--- src/rtl/instr_fetch_stage.sv ---
// instr_fetch_stage: PC generation, synchronous ROM fetch and IF/ID register with stall/redirect.
// Define IF_HALT_EN to detect the all-ones HALT word and freeze the stage once it retires.
module instr_fetch_stage #(
  parameter int INSTR_W = 21,
  parameter int ADDR_W = 8,
  parameter logic [ADDR_W-1:0] RESET_PC = '0
) (
  input  logic               clk,
  input  logic               rst,
  input  logic               stall,
  input  logic               branch_taken,
  input  logic [ADDR_W-1:0]  branch_target,
  output logic [ADDR_W-1:0]  imem_addr,
  output logic               imem_en,
  input  logic [INSTR_W-1:0] imem_rdata,
  output logic [INSTR_W-1:0] instr_id,
  output logic [ADDR_W-1:0]  pc_id,
  output logic               valid_id,
  output logic               halted
);
  logic [ADDR_W-1:0] pc_f, pc_q;
  logic req_valid, halt_hit;
  assign imem_addr = pc_f;
  // the ROM keeps its output register while disabled, so a stalled fetch survives
  assign imem_en = rst | branch_taken | (~stall & ~halted);
`ifdef IF_HALT_EN
  logic halt_q;
  assign halt_hit = valid_id & (&instr_id) & ~stall & ~branch_taken;
  assign halted = halt_q;
  always_ff @(posedge clk) halt_q <= ~rst & (halt_q | halt_hit);
`else
  assign halt_hit = 1'b0;
  assign halted = 1'b0;
`endif
  always_ff @(posedge clk)
    if (rst) begin
      pc_f <= RESET_PC;
      pc_q <= '0;
      req_valid <= 1'b0;
      instr_id <= '0;
      pc_id <= '0;
      valid_id <= 1'b0;
    end else if (branch_taken) begin
      pc_f <= branch_target;
      req_valid <= 1'b0;
      instr_id <= '0;
      valid_id <= 1'b0;
    end else if (halted | halt_hit) begin
      valid_id <= 1'b0;
    end else if (~stall) begin
      pc_q <= pc_f;
      pc_f <= pc_f + 1'b1;
      req_valid <= 1'b1;
      instr_id <= imem_rdata;
      pc_id <= pc_q;
      valid_id <= req_valid;
    end
endmodule

--- config.mk ---
export PLATFORM = sky130hd
export DESIGN_NAME = instr_fetch_stage
export DESIGN_NICKNAME = d
export VERILOG_FILES = /design/src/rtl/instr_fetch_stage.sv
export SDC_FILE = /design/constraint.sdc
export NUM_CORES = 1
export LEC_CHECK = 0
export CORE_ASPECT_RATIO = 1.75
export CORE_MARGIN = 1.5
export CORE_UTILIZATION = 25
export DETAILED_ROUTE_END_ITERATION = 10
export HOLD_SLACK_MARGIN = 0.08
export SETUP_SLACK_MARGIN = 0.1
export SLEW_MARGIN = 20
export SYNTH_ARGS = -nofsm -noshare
export SYNTH_HDL_FRONTEND = slang
export SYNTH_SLANG_ARGS = --single-unit
export TNS_END_PERCENT = 20
--- constraint.sdc ---
create_clock -name clk -period 3.25 [get_ports clk]
set_input_delay 0.65 -clock clk [delete_from_list [all_inputs] [get_ports clk]]
set_output_delay 0.65 -clock clk [all_outputs]
set_load 0.03 [all_outputs]
# Word-level counts from Yosys, hierarchy flattened
# Cells that the tools add are included.
dict set report word_totals {
  ff_bits 47
  latchBits 0
  ramBits 0
  mem_bits_ro 0
  in_bits 33
  output_inout_bits 40
  mem_count 0
}
dict set report op_classes {
  addsub 1
  n_mul 0
  n_div 0
  magnitude_cmp 0
  eq_ne 1
  shift 0
  n_mux 2
  n_bitwise 4
  reduce_logical 2
}
# operator n
set op_table {}
lappend op_table {{8-bit two-way mux} 2}
lappend op_table {{8-bit by 1-bit adder with 8-bit output (second input constant)} 1}
lappend op_table {{2-bit by 1-bit inequality test with 1-bit output (second input constant)} 1}
lappend op_table {{1-bit inverter} 2}
lappend op_table {{1-bit OR} 2}
lappend op_table {{2-bit AND reduction} 1}
lappend op_table {{2-bit OR reduction} 1}

# Logic depth before layout (Yosys ltp)
# Gate-level depths: netlist of the first run.
dict set report depth {
  ltp_word 3
  depth_mapped 5
  ltp_nobuf 4
}

# Worst setup path before layout of the first run
# Ideal clock, no wire load.
dict set report synth_path {
  path_kind {input port to output port}
  from {input port stall}
  to {output port imem_en}
  arrival_ns 1.409
  path_slack_ns 1.191
  cell_stages 3
  n_path_buf 2
  cell_sequence {buf_2 buf_2 nand3_1}
}
dict set report synth_via {
  elab_chain_cells 2
}
# element line
set synth_lines {}
lappend synth_lines {{start: declaration} 10} ;# input logic stall,
lappend synth_lines {{1-bit inverter (no line)} n/a}
lappend synth_lines {{1-bit OR} 25} ;# assign imem_en = rst | branch_taken | (~stall & ~halted);
lappend synth_lines {{end: declaration} 14} ;# output logic imem_en,
# Every way passes these cells.

# Final worst setup path of the first run
dict set report layout_path {
  from {input port branch_taken}
  to {output port imem_en}
}
dict set report layout_via {
  elab_chain_cells 2
}
# element line
set layout_lines {}
lappend layout_lines {{start: declaration} 11} ;# input logic branch_taken,
lappend layout_lines {{1-bit OR (2 in series)} 25}
# Every way passes these cells.

==> results of run 1 <==
worst max-delay path: stages:
cell	delay, ps
clkdlybuf4s50_1	500
inv_1	350
nand3_1	120
buf_4	220
kinds of logic (layout without fill, tap and decap cells):
family,after synthesis,after routing,share of synthesized area
flip-flops,47,47,0.526
buffers and inverters,16,83,0.0384
adder cells (fa/ha/maj),1,1,0.00699
XOR/XNOR,4,4,0.0196
other,1,1,0.00209
AND/OR/NAND/NOR,78,78,0.183
multiplexers,23,23,0.129
AO/OA/AOI/OAI,30,30,0.0950
path summary, 6_finish.rpt:
kind / slack (ps) / end / startpoint
worst max-delay path: 750 / imem_en / branch_taken
worst min-delay path: 450 / pc_id[3] / pc_id[3]
worst min register to register: 450 / pc_id[3] / pc_id[3]
worst max register to register: 1810 / imem_addr[5] / imem_addr[2]
sequential cells by signal, summed over array words and instances (netlist names):
register	cells
valid_id	1
imem_addr	8
pc_q	8
pc_id	8
instr_id	21
req_valid	1
where the power goes:
group,total (W),switching [W],leakage [nW],internal (W)
logic,0.000179,0.0000910,0.551,0.0000883
registers,0.000615,0.0000187,0.383,0.000597
clock network,0.000649,0.000208,0.0911,0.000441
total,0.00144,0.000317,1.03,0.00113
per-layer routing:
| metal | share of wire | GRT usage | wire, um | vias up |
|---|---|---|---|---|
| met5 | 0 | 0 | 0 | - |
| met4 | 0.016 | 0.0544 | 67 | 0 |
| met3 | 0.069 | 0.0421 | 292 | 8 |
| met2 | 0.50 | 0.191 | 2130 | 55 |
| met1 | 0.41 | 0.136 | 1770 | 690 |
| li1 | - | - | - | 792 |
placed cells by master (no fill, tap or decap), types with 2 or more instances in the layout:
cell type,count
o21ai_0,3
nand3_1,2
bufinv_16,2
dfxtp_1,47
clkdlybuf4s50_1,69
clkbuf_16,5
a21oi_1,20
xor2_1,2
a211oi_1,3
nor2_1,28
nand2_1,38
or3_1,2
nand4b_1,2
mux2i_1,22
inv_1,3
buf_4,2
xnor2_1,2
area by class of cell:
type / count / area (um2)
fill: 730 / 4170
clock inverter: 2 / 60.1
inverter: 3 / 11.3
multi-input combinational: 137 / 783
tap: 84 / 105
timing repair buffer: 72 / 711
clock buffer: 6 / 129
sequential: 47 / 941
synth_stat cells, drive strengths merged (2+ instances only):
cell type	count	share of area
mux2i	22	0.12
or3	2	0.0070
nand3	2	0.0056
o21ai	3	0.0084
dfxtp	47	0.53
nand2	38	0.080
a21oi	20	0.056
nor2	29	0.061
xnor2	2	0.0098
a211oi	3	0.013
inv	3	0.0063
xor2	2	0.0098
nand4b	2	0.0098
buf	7	0.020
clkbuf	6	0.013
metrics by stage:
step                area (um2)  cells   util
global route              2740    351  0.397
detailed placement        2550    343  0.369
global placement          2550    343  0.369
CTS                       2740    351  0.396
finish                    2740    351  0.397
floorplan                 1790    200      -
==> results.json, run 1 <==
{
  "outcome": "complete, no violations",
  "numCtsBuffers": 5,
  "fin_worst_skew_ps": 5.69,
  "firstDrtPassIters": 4,
  "async_flop_share": 0,
  "routed_wl_um": 4250,
  "dpl.hpwl_um": 3090,
  "worstSetupEndpointType": "primary output",
  "pre_cts_ws_ps": 757,
  "ys_seq_area_frac": 0.526,
  "routabilityCongestion": 0.694,
  "die_y_um": 115,
  "post_cts_buffers": 0,
  "fin_crit_sh": 0.768,
  "cp.required_ps": 2600,
  "cp.arrival_ps": 1850,
  "grt_first_pass_wirelength_um": 6890,
  "dieArea_mm2": 0.00770,
  "pin_count": 73,
  "hold_violations": 0,
  "peakVddDrop_v": 0.000330,
  "hold_buffers": 0,
  "wire_per_inst_um": 12.1,
  "ys_types": 29,
  "drtIter0Drc": 124,
  "htreeDepth": 2,
  "synthCells": 200,
  "ys_warn_count": 0,
  "grt-ovfl-total": 0,
  "start_util": 0.259,
  "ant_nets": 0,
  "cts_tree": "built",
  "tightest_slew_ps": 825,
  "grt_max_degree": 34,
  "setup_tns_ps": 0,
  "synthesis.nets": 234,
  "slew_violations": 0,
  "synth.avg_cell_area_um2": 8.95,
  "synth_edf_count": 0,
  "die_width_um": 67.0,
  "ctsResizeCount": 0,
  "clk_path_buf_depth": 2,
  "clk_pin_slew_ps": 60,
  "via_count": 1545,
  "clk_latency_ps": 280,
  "timing.hold.ws_ps": 452,
  "clock_sinks": 47,
  "cap_violations": 0,
  "grt_pass1_vias": 1530,
  "synth_area_mm2": 0.00179,
  "hp-class": "reg2reg",
  "diodes": 0,
  "p_per_area_mw_per_mm2": 527,
  "io_buffers": 71,
  "antenna_found_initial": 0,
  "leakagePower_nw": 1.03,
  "reg2reg_depth": 3,
  "worst_slack_ps": 754,
  "rows": 40,
  "rsz0062_at_grt": "false",
  "core_region_area_mm2": 0.00691,
  "cts-root-buf": "clkbuf_16",
  "setup_viol": 0,
  "layout-drive-gt1-share": 0.0449,
  "vias_per_cell": 4.40,
  "fmax_mhz": 401,
  "gr-usage-all-layers": 0.117,
  "total_power_w": 0.00144,
  "relSlewSlack": 0.450,
  "finalCriticalPeriod_ps": 2500,
  "crit_type": "in2out",
  "synth_ff_type": "dfxtp_1",
  "fin_nets": 300,
  "critPathLaunchType": "input pin",
  "critPathMaxFanout": 15,
  "ys_ff_latch": 47,
  "whs_path_depth": 2,
  "syn_to_final_growth_pct": 53.0,
  "drc": 0
}
Power figures use the tool's default switching activity.
==> run 2, diff against run 1 <==
Clock period 3.25 ns to 2 ns, I/O delays scaled along.
==> results.json, run 2 (same netlist as run 1, synthesis figures left out) <==
{
  "outcome": "complete, no violations",
  "critPathMaxFanout": 6,
  "post_cts_buffers": 0,
  "pwr-share-seq": 0.438,
  "slew_violations": 0,
  "swShare": 0.233,
  "rows": 40,
  "critPathLaunchType": "flip-flop",
  "fillCellCount": 724,
  "crit_chain": "clkdlybuf4s50_1",
  "fin_nets": 309,
  "cts-root-buf": "clkbuf_16",
  "peakVddDrop_v": 0.000708,
  "grt-ovfl-total": 0,
  "utilization": 0.404,
  "largest_reg_flops": 21,
  "worstSetupEndpointType": "primary output",
  "cp_slowest_cell": "clkdlybuf4s50_1",
  "io_buffers": 71,
  "syn_to_final_growth_pct": 56.0,
  "clock_sinks": 47,
  "cp.required_ps": 1600,
  "largest-register": "instr_id",
  "start_util": 0.259,
  "die_y_um": 115,
  "clk_latency_ps": 290,
  "core_region_area_mm2": 0.00691,
  "pre_cts_ws_ps": 237,
  "max_stage_delay_ps": 730,
  "internal_power_w": 0.00175,
  "antenna_found_initial": 0,
  "hp-class": "reg2reg",
  "crit_type": "reg2out",
  "setup_tns_ps": 0,
  "fin_worst_skew_ps": 5.06,
  "power.clock.fraction": 0.427,
  "rsz0062_at_grt": "true",
  "leakagePower_nw": 1.08,
  "routed_wl_um": 4360,
  "via_count": 1594,
  "fin_crit_sh": 0.920,
  "grt_first_pass_wirelength_um": 7150,
  "numCtsBuffers": 5,
  "cp_top_family": "buffers and inverters",
  "setup_viol": 0,
  "layout_common_cells": "clkdlybuf4s50_1 (68), dfxtp_1 (47), nand2_1 (38)",
  "p_comb_frac": 0.135,
  "gr-usage-all-layers": 0.123,
  "cap_violations": 0,
  "met1_length_um": 1740,
  "worst_slack_ps": 160,
  "hold_buffers": 0,
  "pin_count": 73,
  "firstDrtPassIters": 4,
  "dr_wl_met3_um": 332,
  "grt_pass1_vias": 1544,
  "switchingPower_w": 0.000530,
  "routed.top_layer": "met4",
  "finalCriticalPeriod_ps": 1840,
  "routabilityCongestion": 0.752,
  "cp_num_buf_inv": 1,
  "clk_pin_slew_ps": 60,
  "layout-drive-gt1-share": 0.0761,
  "diodes": 0,
  "regArea_um2": 941,
  "die_width_um": 67.0,
  "vias_per_cell": 4.43,
  "cp.arrival_ps": 1440,
  "ctsResizeCount": 0,
  "final_common_cell": "clkdlybuf4s50_1",
  "fmax_mhz": 543,
  "timing.hold.ws_ps": 451,
  "hold_violations": 0,
  "wl_met2_um": 2200,
  "cts_tree": "built",
  "dpl.hpwl_um": 3180,
  "wire_per_inst_um": 12.1,
  "ant_nets": 0,
  "grt_max_degree": 24,
  "clk_path_buf_depth": 2,
  "htreeDepth": 2,
  "multi_input_area_um2": 781,
  "p_per_area_mw_per_mm2": 815,
  "finalNonFillerCells": 360,
  "drtIter0Drc": 92,
  "drc": 0,
  "dp_cells": 352,
  "dieArea_mm2": 0.00770
}
==> run 2: cell count changes in the layout (fill, tap and decap cells not counted) <==
cell / change
buf_4: +9
bufinv_16: -1
clkbuf_1: -1
clkbuf_8: +1
clkdlybuf4s50_1: -1
clkinv_2: +1
dlymetal6s2s_1: +1
nor2_1: +1
nor2_2: -1
==> run 2: final cells by class <==
type / count / share of cell area
sequential: 47 / 0.337
tap: 84 / 0.0376
clock inverter: 2 / 0.0125
multi-input combinational: 137 / 0.280
clock buffer: 6 / 0.0497
timing repair buffer: 81 / 0.280
inverter: 3 / 0.00403
==> run 2: metrics by stage <==
stage	area, um2	power [W]
6_report	2790	0.00228
3_3_place_gp	2620	0.00133
3_5_place_dp	2620	0.00133
4_1_cts	2790	0.00231
2_1_floorplan	1790	0.00117
5_1_grt	2790	0.00237
==> run 2: power groups by stage <==
stage,registers [W],logic (W),clock network [W]
floorplan,0.00107,0.000106,0
global placement,0.00102,0.000308,0
detailed placement,0.00102,0.000311,0
CTS,0.000998,0.000312,0.00100
global route,0.00100,0.000333,0.00103
finish,0.000997,0.000308,0.000971
==> run 2: path summary, 6_finish.rpt <==
kind	startpoint	to	slack [ps]	cells past startpoint
setup / recovery	imem_addr[0]	imem_addr[0]	160	1
setup reg to reg	imem_addr[2]	imem_addr[5]	580	4
hold reg to reg	pc_q[5]	pc_id[5]	450	2
hold / removal	pc_q[5]	pc_id[5]	450	2
==> run 2: per-layer routing <==
layer | global-route usage | vias up
li1 | - | 811
met1 | 0.134 | 718
met2 | 0.208 | 60
met3 | 0.0470 | 5
met4 | 0.0531 | 0
met5 | 0 | -
